<file path="config.mk">
export PLATFORM = sky130hd
export DESIGN_NAME = dmem_arbiter
export DESIGN_NICKNAME = d
export VERILOG_FILES = /design/src/rtl/dmem_arbiter.sv
export SDC_FILE = /design/constraint.sdc
export NUM_CORES = 1
export LEC_CHECK = 0
export BUFFER_PORTS_ARGS = -buffer_cell sky130_fd_sc_hd__buf_4
export CORE_UTILIZATION = 40
export CTS_CLUSTER_SIZE = 28
export DETAILED_ROUTE_END_ITERATION = 7
export GPL_ROUTABILITY_DRIVEN = 0
export HOLD_SLACK_MARGIN = 0.06
export PLACE_DENSITY_LB_ADDON = 0.05
export SLEW_MARGIN = 5
export SYNTH_ARGS = -nofsm -noshare
export SYNTH_HDL_FRONTEND = slang
export SYNTH_SLANG_ARGS = --single-unit
</file>
<file path="constraint.sdc">
create_clock -name clk -period 3.7 [get_ports clk]
set_input_delay 0.74 -clock clk [delete_from_list [all_inputs] [get_ports clk]]
set_output_delay 0.74 -clock clk [all_outputs]
set_load 0.05 [all_outputs]
</file>
<file path="src/rtl/dmem_arbiter.sv">
// Two-port data-memory arbiter: round-robin or fixed-priority grant,
// one registered access per cycle, response two cycles after grant.
//
// Ports:
//   clk, reset                 clock, async active-high reset
//   req*/addr*/wdata*/we*      requester side (two ports)
//   gnt*                       combinational accept
//   rvalid*, rdata             one-cycle response pulse and data
//   daddr/dwdata/dwe, drdata   shared dmem port
module dmem_arbiter #(
  parameter int FIXED_PRIO = 0
) (
  input  logic        clk,
  input  logic        reset,
  input  logic        req0,
  input  logic        req1,
  input  logic [31:0] addr0,
  input  logic [31:0] addr1,
  input  logic [31:0] wdata0,
  input  logic [31:0] wdata1,
  input  logic [3:0]  we0,
  input  logic [3:0]  we1,
  output logic        gnt0,
  output logic        gnt1,
  output logic        rvalid0,
  output logic        rvalid1,
  output logic [31:0] rdata,
  output logic [31:0] daddr,
  output logic [31:0] dwdata,
  output logic [3:0]  dwe,
  input  logic [31:0] drdata
);

  localparam logic [0:0] IDLE   = 1'b0;
  localparam logic [0:0] ACCESS = 1'b1;

  logic [0:0]  state;
  logic        last;
  logic        id_q;
  logic [31:0] addr_q;
  logic [31:0] wdata_q;
  logic [3:0]  we_q;
  logic        pick0;

  // last=1 means port 1 won most recently, so port 0 wins a tie.
  always_comb begin
    pick0 = 1'b0;
    if (FIXED_PRIO != 0) begin
      pick0 = req0;
    end else begin
      pick0 = req0 & (~req1 | last);
    end
  end

  // Grants are masked by reset so they drop the moment it asserts.
  assign gnt0 = ~reset & pick0;
  assign gnt1 = ~reset & req1 & ~pick0;

  always_ff @(posedge clk or posedge reset) begin
    if (reset) begin
      state   <= IDLE;
      last    <= 1'b1;
      id_q    <= 1'b0;
      addr_q  <= '0;
      wdata_q <= '0;
      we_q    <= '0;
      rvalid0 <= 1'b0;
      rvalid1 <= 1'b0;
      rdata   <= '0;
    end else begin
      if (gnt0 | gnt1) begin
        state   <= ACCESS;
        id_q    <= gnt1;
        last    <= gnt1;
        addr_q  <= gnt1 ? addr1 : addr0;
        wdata_q <= gnt1 ? wdata1 : wdata0;
        we_q    <= gnt1 ? we1 : we0;
      end else begin
        state <= IDLE;
      end
      // drdata is sampled before the write lands: pre-write contents.
      rvalid0 <= (state == ACCESS) & ~id_q;
      rvalid1 <= (state == ACCESS) & id_q;
      if (state == ACCESS) begin
        rdata <= drdata;
      end
    end
  end

  // Address/data hold their last values in IDLE; only dwe is gated.
  assign daddr  = addr_q;
  assign dwdata = wdata_q;
  assign dwe    = (state == ACCESS) ? we_q : 4'b0000;

endmodule

</file>
==> summary.txt, run 1 <==
Critical path
  • Sequence of cells on the critical path: inv_1, a211oi_1, buf_4
  • Slowest CP cell: dfstp_2
  • Slack of the worst reg-to-reg path: 1.89 ns
  • Worst-path maximum fanout: 3
  • WS Path Type: flip-flop to output pin
  • Arr. time, crit path: 1.52 ns
  • Nature of the critical path startpoint: flip-flop
  • Max stage delay on crit path: 0.54 ns
  • CP Capture Type: output pin
  • Critical Path RT: 2.96 ns

Floorplanning
  • Ports: 276
  • Chip width: 111 um
  • Die H: 111 um
  • Row Count: 39
  • Starting Density: 0.411
  • Die ar.: 0.0122 mm2
  • Core ar.: 0.0115 mm2

Power
  • Comb power frac: 0.349
  • Clk pwr share: 0.276
  • P_sw: 1370 uW
  • Max IR drop VDD: 289 uV
  • Sequential share of power: 0.375
  • Power Dens Cells: 521 mW/mm2
  • Int Power: 2350 uW
  • Leak Pwr: 0.00326 uW
  • Sw Ratio: 0.368

Clock network
  • Clk sinks: 105
  • Root Driver: clkbuf_16
  • Clk Latency, worst-skew pair: 0.34 ns
  • Quantity of gates resized following cts: 0
  • CTS H-Tree Depth: 3
  • Clk slew on worst S/H paths: 0.07 ns
  • CTS Buffer Depth: 2
  • Post-CTS setup buffer count: 0
  • CTS buffer count: 9
  • Hold-fix buffers at CTS: 0
  • TritonCTS clock tree: done

Final layout
  • Number of diodes: 0
  • Post-layout util: 0.622
  • Synthesis-to-finish area growth: 51.4%
  • Fillers: 1007
  • Non-Filler Instances: 871
  • Number of nets in the layout: 895
  • Layout cells sized above 1: 0.463

Yosys
  • Async S/R FF share, synth: 1.00
  • Most frequent cells after synthesis: dfrtp_1, nor2_1, a31oi_1, nand3_1, o21ai_0
  • Synth warnings: 0
  • Ranking of synthesized cells by area: dfrtp_1, a31oi_1, mux2_2
  • Cell Area, Synth: 0.00471 mm2
  • Count leader, synth: dfrtp_1
  • Area leader, netlist: dfrtp_1
  • Yosys cell types: 21
  • Synthesized Nets: 649
  • Avg Cell Area, Syn: 9.88 um2
  • Synth top area share: 0.552
  • Synth Instances: 477
  • Post-synthesis register bit count: 105
  • Dominant synthesized flop cell: dfrtp_1
  • Seq/Total Area, Yosys: 0.558
  • EDFF count, synth: 0

Placement
  • Post-DP HPWL: 10300 um
  • Placed Cells: 855
  • Dpl ws: 1.44 ns
  • IO buf count: 275

Routing
  • DRC: 0
  • DR vias: 4616
  • Antenna Nets Post-Route: 0
  • Drt wl/cell: 16.7 um
  • Vias per std cell: 5.30
  • First drt pass iteration count: 4
  • WL final: 14600 um
  • 1st-iter DRT viols: 237

STA
  • Setup violators final: 0
  • Final setup TNS: 0 ns
  • Max Freq: 442 MHz
  • Final setup margin: 1.44 ns
  • Final period util: 0.612
  • Slew Viols, Final: 0
  • Slew headroom: 0.416
  • Tmin final: 2.26 ns
  • Final hold vios: 0
  • Clk_skew: 0.0118 ns
  • Tightest Pin Transition: 0.873 ns
  • RSZ-0062 raised after global routing: no

Run status
  • Outcome: finished clean

Hold path
  • Worst Hold Class: flip-flop to flip-flop

Global route
  • Initial antenna violation count: 0
  • Largest net degree at the start of global routing: 101
  • GRT Total Usage: 0.237
  • Vias in the first global route: 4519
  • Grt total ovfl: 0
  • First-pass GRT wire length: 23300 um

Run
  • Max-cap viol count: 0
[cell usage in the layout, fill, tap and decap left out]
cell,netlist,final
o22ai_1,1,1
dfstp_2,1,1
inv_1,3,2
buf_12,0,2
o21ai_1,18,18
clkinv_4,0,1
mux2_2,32,32
o21ba_4,0,1
inv_6,0,2
nand3_1,68,68
a211oi_1,1,1
buf_4,2,282
dfrtp_1,104,104
and2_2,0,1
nor2_1,71,71
clkbuf_16,0,9
and2_1,6,5
nor2b_4,0,1
bufinv_16,0,2
nand2_2,0,1
nor2b_1,2,1
o21ai_0,50,50
clkbuf_1,5,2
inv_4,0,1
a31oi_1,68,68
nand2b_2,0,1
[area by class of cell]
cell class                 instances  area [um2]  area share
clock buffer                      11         233      0.0326
clock inverter                     5        86.3      0.0121
inverter                           3        13.8     0.00193
multi-input combinational        320        1840       0.257
sequential                       105        2630       0.368
tap                              143         179      0.0251
timing repair buffer             284        2160       0.302
[worst max-delay path: cells and delay by family (launching register included)]
family | cells | cell delay (ns)
compound gates | 1 | 0.33
buf+inv | 2 | 0.32
flops | 1 | 0.54
[power groups by stage]
stage	Sequential [uW]	Combinational, uW	Clock, uW
finish	1390	1300	1020
floorplan	1930	313	0
global placement	1410	1300	0
detailed placement	1420	1310	0
CTS	1390	1310	1040
global route	1410	1370	1090
[routing by layer]
| layer | wire length [um] | up-vias | track usage |
|---|---|---|---|
| met3 | 1060 | 25 | 0.0560 |
| li1 | - | 2203 | - |
| met2 | 7260 | 193 | 0.398 |
| met4 | 377 | 0 | 0.0951 |
| met5 | 0 | - | 0 |
| met1 | 5890 | 2195 | 0.293 |
[state kept, by name, indices dropped and copies added, names as in the netlist]
name and flops:
rvalid1 1, rdata 32, last 1, state 1, id_q 1, daddr 32
rvalid0 1, we_q 4, dwdata 32
[stage by stage]
stage	cell area, um2	hold WS (ns)	total power, uW
2_1_floorplan	4710	0.418	2240
3_3_place_gp	6820	0.460	2700
3_5_place_dp	6820	0.461	2720
4_1_cts	7130	0.461	3750
5_1_grt	7130	0.478	3870
6_report	7130	0.451	3720
[cells by family after synthesis]
kind of cell,count (synthesis),share of synthesized area
AOI/OAI and AO/OA,139,0.168
DFF,105,0.558
muxes,32,0.0765
buffers and inverters,52,0.0568
and+or+nand+nor,149,0.141
[path summary, 6_finish.rpt]
check,cells past startpoint,to,startpoint
worst max-delay path,3,gnt0,last
worst min-delay path,1,rvalid0,id_q
worst max register to register,4,we_q[0],last
worst min register to register,1,rvalid0,id_q
max in group asynchronous,3,daddr[2],reset
min in group asynchronous,2,dwdata[2],reset
No activity file was read; power rests on OpenSTA's default activity.
==> run 2: changes to the inputs <==
--- a/config.mk
+++ b/config.mk
@@ -5,8 +5,9 @@
 export SDC_FILE = /design/constraint.sdc
 export NUM_CORES = 1
 export LEC_CHECK = 0
+export ABC_AREA = 1
 export BUFFER_PORTS_ARGS = -buffer_cell sky130_fd_sc_hd__buf_4
-export CORE_UTILIZATION = 40
+export CORE_UTILIZATION = 41
 export CTS_CLUSTER_SIZE = 28
 export DETAILED_ROUTE_END_ITERATION = 7
 export GPL_ROUTABILITY_DRIVEN = 0
==> constraint.sdc (replaced) <==
create_clock -name clk -period 2 [get_ports clk]
set_input_delay 0.4 -clock clk [delete_from_list [all_inputs] [get_ports clk]]
set_output_delay 0.4 -clock clk [all_outputs]
set_load 0.05 [all_outputs]
==> run 2 against run 1 <==
Against the previous run:
- via count grew 17%
- combinational power grew 120%
- clock power grew 86%
- clock skew down 0.0053 ns
- utilization decreased by 0.074 points
- die area up 9.1%
- largest cell class unchanged
- power increased by 98%
- sequential power up 92%
==> summary.txt, run 2 <==
Routing
  • First drt pass iteration count: 4
  • 1st-iter DRT viols: 238
  • Antenna Nets Post-Route: 0
  • DR vias: 5395
  • Vias per std cell: 4.57
  • DRC: 0
  • WL final: 15800 um
  • Drt wl/cell: 13.4 um

Yosys
  • Seq/Total Area, Yosys: 0.498
  • Dominant synthesized flop cell: dfrtp_1
  • Synth warnings: 0
  • Post-synthesis register bit count: 105
  • EDFF count, synth: 0
  • Area leader, netlist: dfrtp_1
  • Async S/R FF share, synth: 1.00
  • Cell Area, Synth: 0.00528 mm2
  • Avg Cell Area, Syn: 7.08 um2
  • Synth top area share: 0.493
  • Synthesized Nets: 918
  • Ranking of synthesized cells by area: dfrtp_1, nand2_1, nand3_1
  • Count leader, synth: nand2_1
  • Synth Instances: 746
  • Yosys cell types: 15
  • Most frequent cells after synthesis: nand2_1, inv_1, nand3_1

Clock network
  • CTS H-Tree Depth: 3
  • CTS buffer count: 9
  • Clk slew on worst S/H paths: 0.06 ns
  • Clk sinks: 105
  • TritonCTS clock tree: done
  • Hold-fix buffers at CTS: 0
  • Quantity of gates resized following cts: 0
  • CTS Buffer Depth: 2
  • Clk Latency, worst-skew pair: 0.35 ns
  • Post-CTS setup buffer count: 0
  • Root Driver: clkbuf_16

Final layout
  • Number of diodes: 0
  • Non-Filler Instances: 1181
  • Number of nets in the layout: 1176
  • Fillers: 1250
  • Synthesis-to-finish area growth: 47.9%
  • Most common cell after layout, fill and taps aside: nand2_1
  • Most frequent cells in the layout: nand2_1, buf_4, inv_1
  • Layout cells sized above 1: 0.310

STA
  • Tightest Pin Transition: 0.552 ns
  • Hold Worst Slack: 0.106 ns
  • Slew headroom: 0.632
  • Final setup TNS: 0 ns
  • Max Freq: 562 MHz
  • RSZ-0062 raised after global routing: no
  • Tmin final: 1.78 ns
  • Clk_skew: 0.00647 ns
  • Setup violators final: 0
  • Final period util: 0.890
  • Slew Viols, Final: 0
  • Final hold vios: 0

Global route
  • Initial antenna violation count: 0
  • Grt total ovfl: 0
  • Vias in the first global route: 5025
  • Largest net degree at the start of global routing: 105
  • GRT Total Usage: 0.241
  • First-pass GRT wire length: 24800 um

Floorplanning
  • Row Count: 41
  • Chip width: 115 um
  • Die H: 115 um
  • Starting Density: 0.420
  • Ports: 276
  • Core ar.: 0.0126 mm2
  • Die ar.: 0.0133 mm2

Power
  • Max IR drop VDD: 561 uV
  • Sw Ratio: 0.396
  • Power Dens Cells: 944 mW/mm2
  • Comb power frac: 0.381
  • Sequential share of power: 0.361
  • Total power draw: 7370 uW
  • Int Power: 4460 uW
  • Leak Pwr: 0.00483 uW
  • P_sw: 2920 uW
  • Clk pwr share: 0.257

Critical path
  • Arr. time, crit path: 1.38 ns
  • Worst-path maximum fanout: 3
  • WS Path Type: flip-flop to output pin
  • CP Capture Type: output pin
  • Critical Path RT: 1.60 ns
  • Nature of the critical path startpoint: flip-flop
  • Worst-case reg-to-reg path depth: 8

Run
  • Max-cap viol count: 0

Placement
  • Placed Cells: 1165
  • Post-DP HPWL: 11200 um
  • IO buf count: 275

Hold path
  • Worst Hold Class: primary input to asynchronous set/reset pin

Run status
  • Outcome: finished clean
==> run 2: cell types whose count changed after synthesis, moves of 6 or more <==
cell / delta
nand2_1: +306
inv_1: +143
nor2_1: -70
a31oi_1: -68
nand3_1: +68
o21ai_0: -48
mux2_2: -32
o21ai_1: -18
clkbuf_2: -11
buf_2: -10
and2_1: -6
==> run 2: power by group through the flow <==
stage          sequential (uW)  combinational, uW  clock (uW)
2_1_floorplan             3810                685           0
3_3_place_gp              2690               2810           0
3_5_place_dp              2700               2840           0
4_1_cts                   2670               2840        1940
5_1_grt                   2710               3010        2020
6_report                  2670               2810        1900
==> run 2: metal layers <==
layer,track usage,vias up,wire length (um)
met5,0,-,0
met1,0.290,2456,6410
met3,0.0581,24,1330
li1,-,2719,-
met4,0.0918,0,345
met2,0.418,196,7760
==> run 2: kinds of logic after synthesis <==
family                 Yosys count  share of synthesized area
buffers and inverters          191                      0.147
AOI/OAI and AO/OA                2                    0.00190
DFF                            105                      0.498
and+or+nand+nor                448                      0.353
==> run 2: layout make-up <==
class | instances | area (um2) | area share
clock buffers | 10 | 229 | 0.0293
clock inverters | 6 | 92.6 | 0.0119
inverters | 149 | 572 | 0.0732
multi-input cells | 450 | 1880 | 0.240
flip-flops and latches | 105 | 2630 | 0.337
well taps | 172 | 215 | 0.0276
repair buffers | 289 | 2190 | 0.281
==> run 2: worst max-delay path, cell delays in order (launching register included) <==
cell and delay [ns]:
dfstp_2 0.51, inv_1 0.05, nand2_1 0.09, nand3_2 0.10, inv_1 0.08, buf_4 0.20
==> run 2: worst paths after layout <==
| check | start | endpoint | slack, ns |
|---|---|---|---|
| setup / recovery | last | gnt0 | 0.22 |
| hold / removal | reset | last | 0.11 |
| setup reg to reg | last | dwdata[22] | 0.42 |
| hold reg to reg | rdata[18] | rdata[18] | 0.47 |
| max in group asynchronous | reset | rdata[25] | 1.36 |
| min in group clk | drdata[4] | rdata[4] | 0.25 |
==> run 2: through the flow <==
step	cell area, um2	setup WS (ns)	utilization
floorplan	5290	0.0686	-
global placement	7490	0.389	0.596
detailed placement	7490	0.354	0.596
CTS	7810	0.204	0.621
global route	7810	0.116	0.621
finish	7810	0.221	0.621
